`src/rtl/ts_uart_pkg.sv`:
```
// Shared types and helpers for the timestamp UART framer.
// Build option: define TS_UART_FRAMER_CKSUM_EN to append an XOR checksum byte to every frame.
package ts_uart_pkg;

    typedef enum logic [1:0] {
        IDLE  = 2'd0,
        SYNC  = 2'd1,
        DATA  = 2'd2,
        CKSUM = 2'd3
    } state_e;

    localparam logic [7:0] SYNC_BYTE_DEF = 8'hA5;

    // Number of bytes on the wire for one record of ts_w bits.
    function automatic int frame_len(input int ts_w);
`ifdef TS_UART_FRAMER_CKSUM_EN
        return (ts_w / 8) + 2;
`else
        return (ts_w / 8) + 1;
`endif
    endfunction

    // One step of the running XOR checksum over the timestamp bytes.
    function automatic logic [7:0] cksum_step(input logic [7:0] acc, input logic [7:0] b);
        return acc ^ b;
    endfunction

endpackage

```
`src/rtl/ts_fifo.sv`:
```
// Synchronous record FIFO: push, pop, full, empty and level, no write-to-read bypass.
// A push while full or a pop while empty is ignored.
module ts_fifo #(
    parameter int W     = 64,
    parameter int DEPTH = 4
) (
    input  logic                     clk,
    input  logic                     rst,
    input  logic                     push,
    input  logic [W-1:0]             wr_data,
    input  logic                     pop,
    output logic [W-1:0]             rd_data,
    output logic                     full,
    output logic                     empty,
    output logic [$clog2(DEPTH):0]   level
);

    localparam int AW = $clog2(DEPTH);
    localparam int LW = AW + 1;

    logic [W-1:0]  mem_r [DEPTH];
    logic [AW-1:0] wr_ptr_r;
    logic [AW-1:0] rd_ptr_r;
    logic [LW-1:0] level_r;
    logic          push_ok_s;
    logic          pop_ok_s;

    // Qualify requests against the registered occupancy.
    always_comb begin
        full      = (level_r == LW'(DEPTH));
        empty     = (level_r == {LW{1'b0}});
        push_ok_s = push & ~full;
        pop_ok_s  = pop & ~empty;
        rd_data   = mem_r[rd_ptr_r];
        level     = level_r;
    end

    // Storage array; contents need no reset because level gates every read.
    always_ff @(posedge clk) begin
        if (push_ok_s) begin
            mem_r[wr_ptr_r] <= wr_data;
        end
    end

    // Pointers and occupancy; simultaneous push and pop leave the level unchanged.
    always_ff @(posedge clk) begin
        if (rst) begin
            wr_ptr_r <= {AW{1'b0}};
            rd_ptr_r <= {AW{1'b0}};
            level_r  <= {LW{1'b0}};
        end else begin
            if (push_ok_s) begin
                wr_ptr_r <= wr_ptr_r + AW'(1);
            end
            if (pop_ok_s) begin
                rd_ptr_r <= rd_ptr_r + AW'(1);
            end
            case ({push_ok_s, pop_ok_s})
                2'b10:   level_r <= level_r + LW'(1);
                2'b01:   level_r <= level_r - LW'(1);
                default: level_r <= level_r;
            endcase
        end
    end

endmodule

```
`src/rtl/ts_uart_framer.sv`:
```
// Buffers non-stallable 64-bit timestamps and streams each one to uart_tx as
// SYNC_BYTE, timestamp bytes MSB first and, optionally, an XOR checksum byte.
// Build option: TS_UART_FRAMER_CKSUM_EN enables the checksum byte and CKSUM state.
module ts_uart_framer
    import ts_uart_pkg::*;
#(
    parameter int         TS_W      = 64,
    parameter int         DEPTH     = 4,
    parameter logic [7:0] SYNC_BYTE = SYNC_BYTE_DEF,
    parameter int         DROP_W    = 16
) (
    input  logic                     clk,
    input  logic                     rst,
    input  logic                     ts_valid,
    input  logic [TS_W-1:0]          ts_data,
    input  logic                     tx_ready,
    output logic                     tx_valid,
    output logic [7:0]               tx_data,
    output logic [DROP_W-1:0]        drop_count,
    output logic [$clog2(DEPTH):0]   fifo_level
);

    localparam int NB = TS_W / 8;
    localparam int IW = $clog2(NB + 1);

    state_e             state_r;
    logic [TS_W-1:0]    shift_r;
    logic [IW-1:0]      idx_r;
    logic               tx_valid_r;
    logic [7:0]         tx_data_r;
    logic [DROP_W-1:0]  drop_r;
`ifdef TS_UART_FRAMER_CKSUM_EN
    logic [7:0]         cksum_r;
`endif

    logic               full_s;
    logic               empty_s;
    logic               push_s;
    logic               pop_s;
    logic               accept_s;
    logic               last_byte_s;
    logic [TS_W-1:0]    fifo_data_s;
    logic [TS_W-1:0]    shift_next_s;

    // Handshake decode; the full decision uses the registered level so a pop cannot rescue a push.
    always_comb begin
        push_s       = ts_valid & ~full_s;
        pop_s        = (state_r == IDLE) & ~empty_s;
        accept_s     = tx_valid_r & tx_ready;
        last_byte_s  = (idx_r == IW'(NB - 1));
        shift_next_s = shift_r << 8;
    end

    ts_fifo #(
        .W     (TS_W),
        .DEPTH (DEPTH)
    ) u_fifo (
        .clk     (clk),
        .rst     (rst),
        .push    (push_s),
        .wr_data (ts_data),
        .pop     (pop_s),
        .rd_data (fifo_data_s),
        .full    (full_s),
        .empty   (empty_s),
        .level   (fifo_level)
    );

    // Frame sequencer; tx_valid/tx_data are registered and only change on acceptance.
    always_ff @(posedge clk) begin
        if (rst) begin
            state_r    <= IDLE;
            shift_r    <= {TS_W{1'b0}};
            idx_r      <= {IW{1'b0}};
            tx_valid_r <= 1'b0;
            tx_data_r  <= 8'h00;
`ifdef TS_UART_FRAMER_CKSUM_EN
            cksum_r    <= 8'h00;
`endif
        end else begin
            case (state_r)
                IDLE: begin
                    if (!empty_s) begin
                        shift_r    <= fifo_data_s;
                        idx_r      <= {IW{1'b0}};
`ifdef TS_UART_FRAMER_CKSUM_EN
                        cksum_r    <= 8'h00;
`endif
                        state_r    <= SYNC;
                        tx_valid_r <= 1'b1;
                        tx_data_r  <= SYNC_BYTE;
                    end
                end
                SYNC: begin
                    if (accept_s) begin
                        state_r   <= DATA;
                        tx_data_r <= shift_r[TS_W-1 -: 8];
                    end
                end
                DATA: begin
                    if (accept_s) begin
                        shift_r <= shift_next_s;
                        idx_r   <= idx_r + IW'(1);
`ifdef TS_UART_FRAMER_CKSUM_EN
                        cksum_r <= cksum_step(cksum_r, tx_data_r);
`endif
                        if (last_byte_s) begin
`ifdef TS_UART_FRAMER_CKSUM_EN
                            state_r   <= CKSUM;
                            tx_data_r <= cksum_step(cksum_r, tx_data_r);
`else
                            state_r    <= IDLE;
                            tx_valid_r <= 1'b0;
                            tx_data_r  <= 8'h00;
`endif
                        end else begin
                            tx_data_r <= shift_next_s[TS_W-1 -: 8];
                        end
                    end
                end
`ifdef TS_UART_FRAMER_CKSUM_EN
                CKSUM: begin
                    if (accept_s) begin
                        state_r    <= IDLE;
                        tx_valid_r <= 1'b0;
                        tx_data_r  <= 8'h00;
                    end
                end
`endif
                default: begin
                    state_r    <= IDLE;
                    tx_valid_r <= 1'b0;
                    tx_data_r  <= 8'h00;
                end
            endcase
        end
    end

    // Saturating count of records dropped because the FIFO was full.
    always_ff @(posedge clk) begin
        if (rst) begin
            drop_r <= {DROP_W{1'b0}};
        end else if (ts_valid && full_s && (drop_r != {DROP_W{1'b1}})) begin
            drop_r <= drop_r + DROP_W'(1);
        end
    end

    assign tx_valid   = tx_valid_r;
    assign tx_data    = tx_data_r;
    assign drop_count = drop_r;

endmodule

```
`config.mk`:
```
export PLATFORM = sky130hd
export DESIGN_NAME = ts_uart_framer
export DESIGN_NICKNAME = d
export VERILOG_FILES = /design/src/rtl/ts_uart_pkg.sv /design/src/rtl/ts_fifo.sv /design/src/rtl/ts_uart_framer.sv
export SDC_FILE = /design/constraint.sdc
export NUM_CORES = 1
export LEC_CHECK = 0
export CAP_MARGIN = 20
export CELL_PAD_IN_SITES_DETAIL_PLACEMENT = 1
export CELL_PAD_IN_SITES_GLOBAL_PLACEMENT = 1
export CORE_UTILIZATION = 35
export CTS_CLUSTER_DIAMETER = 80
export DETAILED_ROUTE_END_ITERATION = 7
export GPL_TIMING_DRIVEN = 0
export PLACE_DENSITY = 0.69
export SLEW_MARGIN = 25
export SYNTH_ARGS = -nofsm -noshare
export SYNTH_HDL_FRONTEND = slang
export SYNTH_SLANG_ARGS = --single-unit
```
`constraint.sdc`:
```
create_clock -name clk -period 8.79 [get_ports clk]
set_input_delay 1.758 -clock clk [delete_from_list [all_inputs] [get_ports clk]]
set_output_delay 1.758 -clock clk [all_outputs]
set_load 0.01 [all_outputs]
```
==> run_results.csv <==
group,metric,value,unit
setup_path,reg2reg_setup_slack,5.87,ns
routing,num_vias,8187,
timing,fmax,0.281,GHz
synthesis,synth_most_common_cell,"edfxtp_1",
setup_path,worst_setup_path_end_kind,"register",
power_and_ir_drop,powerDensity,315,mW/mm2
synthesis,synth_edf_count,256,
grt,grt.overflow.total,0,
place,portBuffers,94,
clock_network,clk_latency,0.54,ns
setup_path,critPathRequiredTime,9.00,ns
final_layout,drive_gt1_share,14.5,%
synthesis,synthTopCellsByCount,"256 x edfxtp_1, 104 x dfxtp_1, 80 x a21oi_1, 78 x nand2_1, 72 x nor2_1",
timing,slew_viol_final,0,
routing,drt_iter0_markers,483,
routing,vias_per_cell,5.11,
synthesis,ys_ff_latch,360,
synthesis,syn_nets,991,
die,io_pins,96,
worst_hold_path,hold_class,"register to register",
synthesis,ys_types,50,
place,dp.cells,1531,
die,core-area,0.0390,mm2
final_layout,fill_cells,3934,
grt,grtUsageTotal,15.8,%
die,initial_core_util,35.7,%
timing,tns,0,ns
setup_path,ff2ff_path_depth,11,
clock_network,holdBufCountCts,0,
timing,relSlewSlack,34.0,%
setup_path,path_max_fanout,38,
setup_path,critical_path_class,"primary input to register",
clock_network,post_cts_resized,0,
setup_path,startpoint_type,"primary input",
synthesis,synth_flop_cell,"edfxtp_1",
die,die_area,0.0406,mm2
job,cap_violations,0,
power_and_ir_drop,ir_worst_vdd,0.128,mV
setup_path,cp-endpoint,"u_fifo.mem_r[3][57]",
setup_path,startpoint,"ts_valid",
clock_network,clock_sinks,360,
run_status,status,"finished, final reports clean",
place,hpwl,21.5,mm
final_layout,diodes,0,
routing,ant_nets,0,
setup_path,rr_startpoint,"u_fifo.level[2]",
timing,fin_crit_sh,40.5,%
final_layout,instances_no_fill,1602,
die,die_h,202,um
synthesis,yosys.area.top_type,"edfxtp_1",
grt,grt_pass1_vias,8771,
grt,grt_max_degree,41,
setup_path,r2r-end,"u_fifo.level[2]",
synthesis,yosys_warnings,0,
routing,wirelength,31.8,mm
clock_network,cts_buffers,39,
synthesis,synth_top_cell_area_share,55.1,%
die,rows,72,
clock_network,clockRootBuffer,"clkbuf_16",
synthesis,synthTopCellsByArea,"edfxtp_1 55%, dfxtp_1 15%, mux4_2 10%",
grt,grt_pass1_wl,49.7,mm
final_layout,synthToLayoutAreaGrowth,21.2,%
power_and_ir_drop,p_leak,5.63,nW
clock_network,clk_pin_slew,0.06,ns
place,gp_congestion,0.800,
synthesis,netlist_instances,915,
synthesis,synth_area,0.0139,mm2
setup_path,cp.arrival,3.77,ns
synthesis,async_flop_share,0,%
timing,rsz0062_at_grt,"no",
grt,antenna_found_initial,0,
routing,wl_per_cell,19.9,um
synthesis,avgSynthCellArea,15.2,um2
final_layout,finalNetCount,1130,
routing,drc,0,
worst_hold_path,hold_start,"shift_r[0]",
synthesis,yosysSeqAreaShare,70.1,%
timing,tightest_slew,0.985,ns
timing,hold_ws,0.485,ns
die,die_w,202,um
timing,hold_violations,0,
timing,fin_crit,3.56,ns
clock_network,htree_levels,2,
timing,setup_viol,0,
timing,clock_skew,0.0264,ns
clock_network,cts_setup_buffers,0,
routing,detail_route.first_pass.iterations,4,
clock_network,cts_buffer_depth,3,
clock_network,cts_tree,"built",
cells by family (layout without fill, tap and decap cells):
kind of cell	Yosys count	count (layout)	share of synthesized area [%]
flops	360	360	70.1
simple gates	225	225	7.84
compound gates	170	170	7.81
buf+inv	75	244	2.26
mux	70	70	10.8
fa+ha+maj	8	8	0.772
xor+xnor	7	7	0.440
metrics by stage:
step	instance area [um2]	util, %	power [mW]	setup slack, ns
finish	16900	43.3	5.32	5.23
detailed placement	15700	40.1	3.79	4.65
global placement	15500	39.8	3.74	2.65
global route	16900	43.3	5.60	5.04
CTS	16900	43.3	5.39	5.20
floorplan	13900	-	3.27	4.63
sequential cells by signal, summed over array words and instances, names as in the netlist, 3 cells and up, named ones only:
signal / flops
tx_data: 8
u_fifo.mem_r: 256
drop_count: 16
shift_r: 64
u_fifo.level: 3
idx_r: 4
cell usage in the layout, fill, tap and decap left out, drive strengths merged, types with 5 or more instances in the layout:
cell | synthesis | final
edfxtp | 256 | 256
dfxtp | 104 | 104
clkdlybuf4s50 | 0 | 94
clkbuf | 35 | 88
a21oi | 81 | 81
nand2 | 78 | 78
nor2 | 72 | 72
mux4 | 64 | 64
a211oi | 59 | 59
buf | 23 | 27
inv | 17 | 17
nand3 | 15 | 15
clkinv | 0 | 13
nor3 | 11 | 11
and2 | 10 | 10
or4 | 8 | 8
o31ai | 7 | 7
ha | 7 | 7
nor4 | 7 | 7
nor2b | 6 | 6
nand4 | 6 | 6
xor2 | 5 | 5
worst min-delay path by stage:
| stage | end | cells past startpoint |
|---|---|---|
| after global routing | shift_r[3] | 2 |
| after CTS | shift_r[3] | 2 |
| after floorplan | shift_r[0] | 2 |
| after detailed placement | shift_r[7] | 2 |
| final | shift_r[0] | 2 |
| after global placement | shift_r[3] | 2 |
metal layers:
layer  GRT usage [%]  share of wire (%)  wire, um
met2            26.3                 48     15400
met3            2.54                3.7      1170
met5               0                  0         0
met1            21.4                 46     14600
met4            4.52                2.2       705
report_power, final:
part | internal (mW) | switching (mW)
logic | 0.621 | 0.866
clock network | 0.942 | 0.645
registers | 2.11 | 0.138
final cells by class:
class	count	area [um2]	area share (%)
sequential	360	9770	57.8
clock inverter	18	180	1.07
inverter	17	63.8	0.378
buffer	58	251	1.49
multi-input combinational	480	3870	22.9
tap	518	648	3.84
clock buffer	53	1070	6.32
timing repair buffer	98	1050	6.22
critical path, cell delays in order:
cell and delay [ns]:
clkdlybuf4s50_1 0.52, inv_1 0.06, a31oi_1 0.51, and2_4 0.57, buf_16 0.28
No activity file was read; power rests on OpenSTA's default activity.
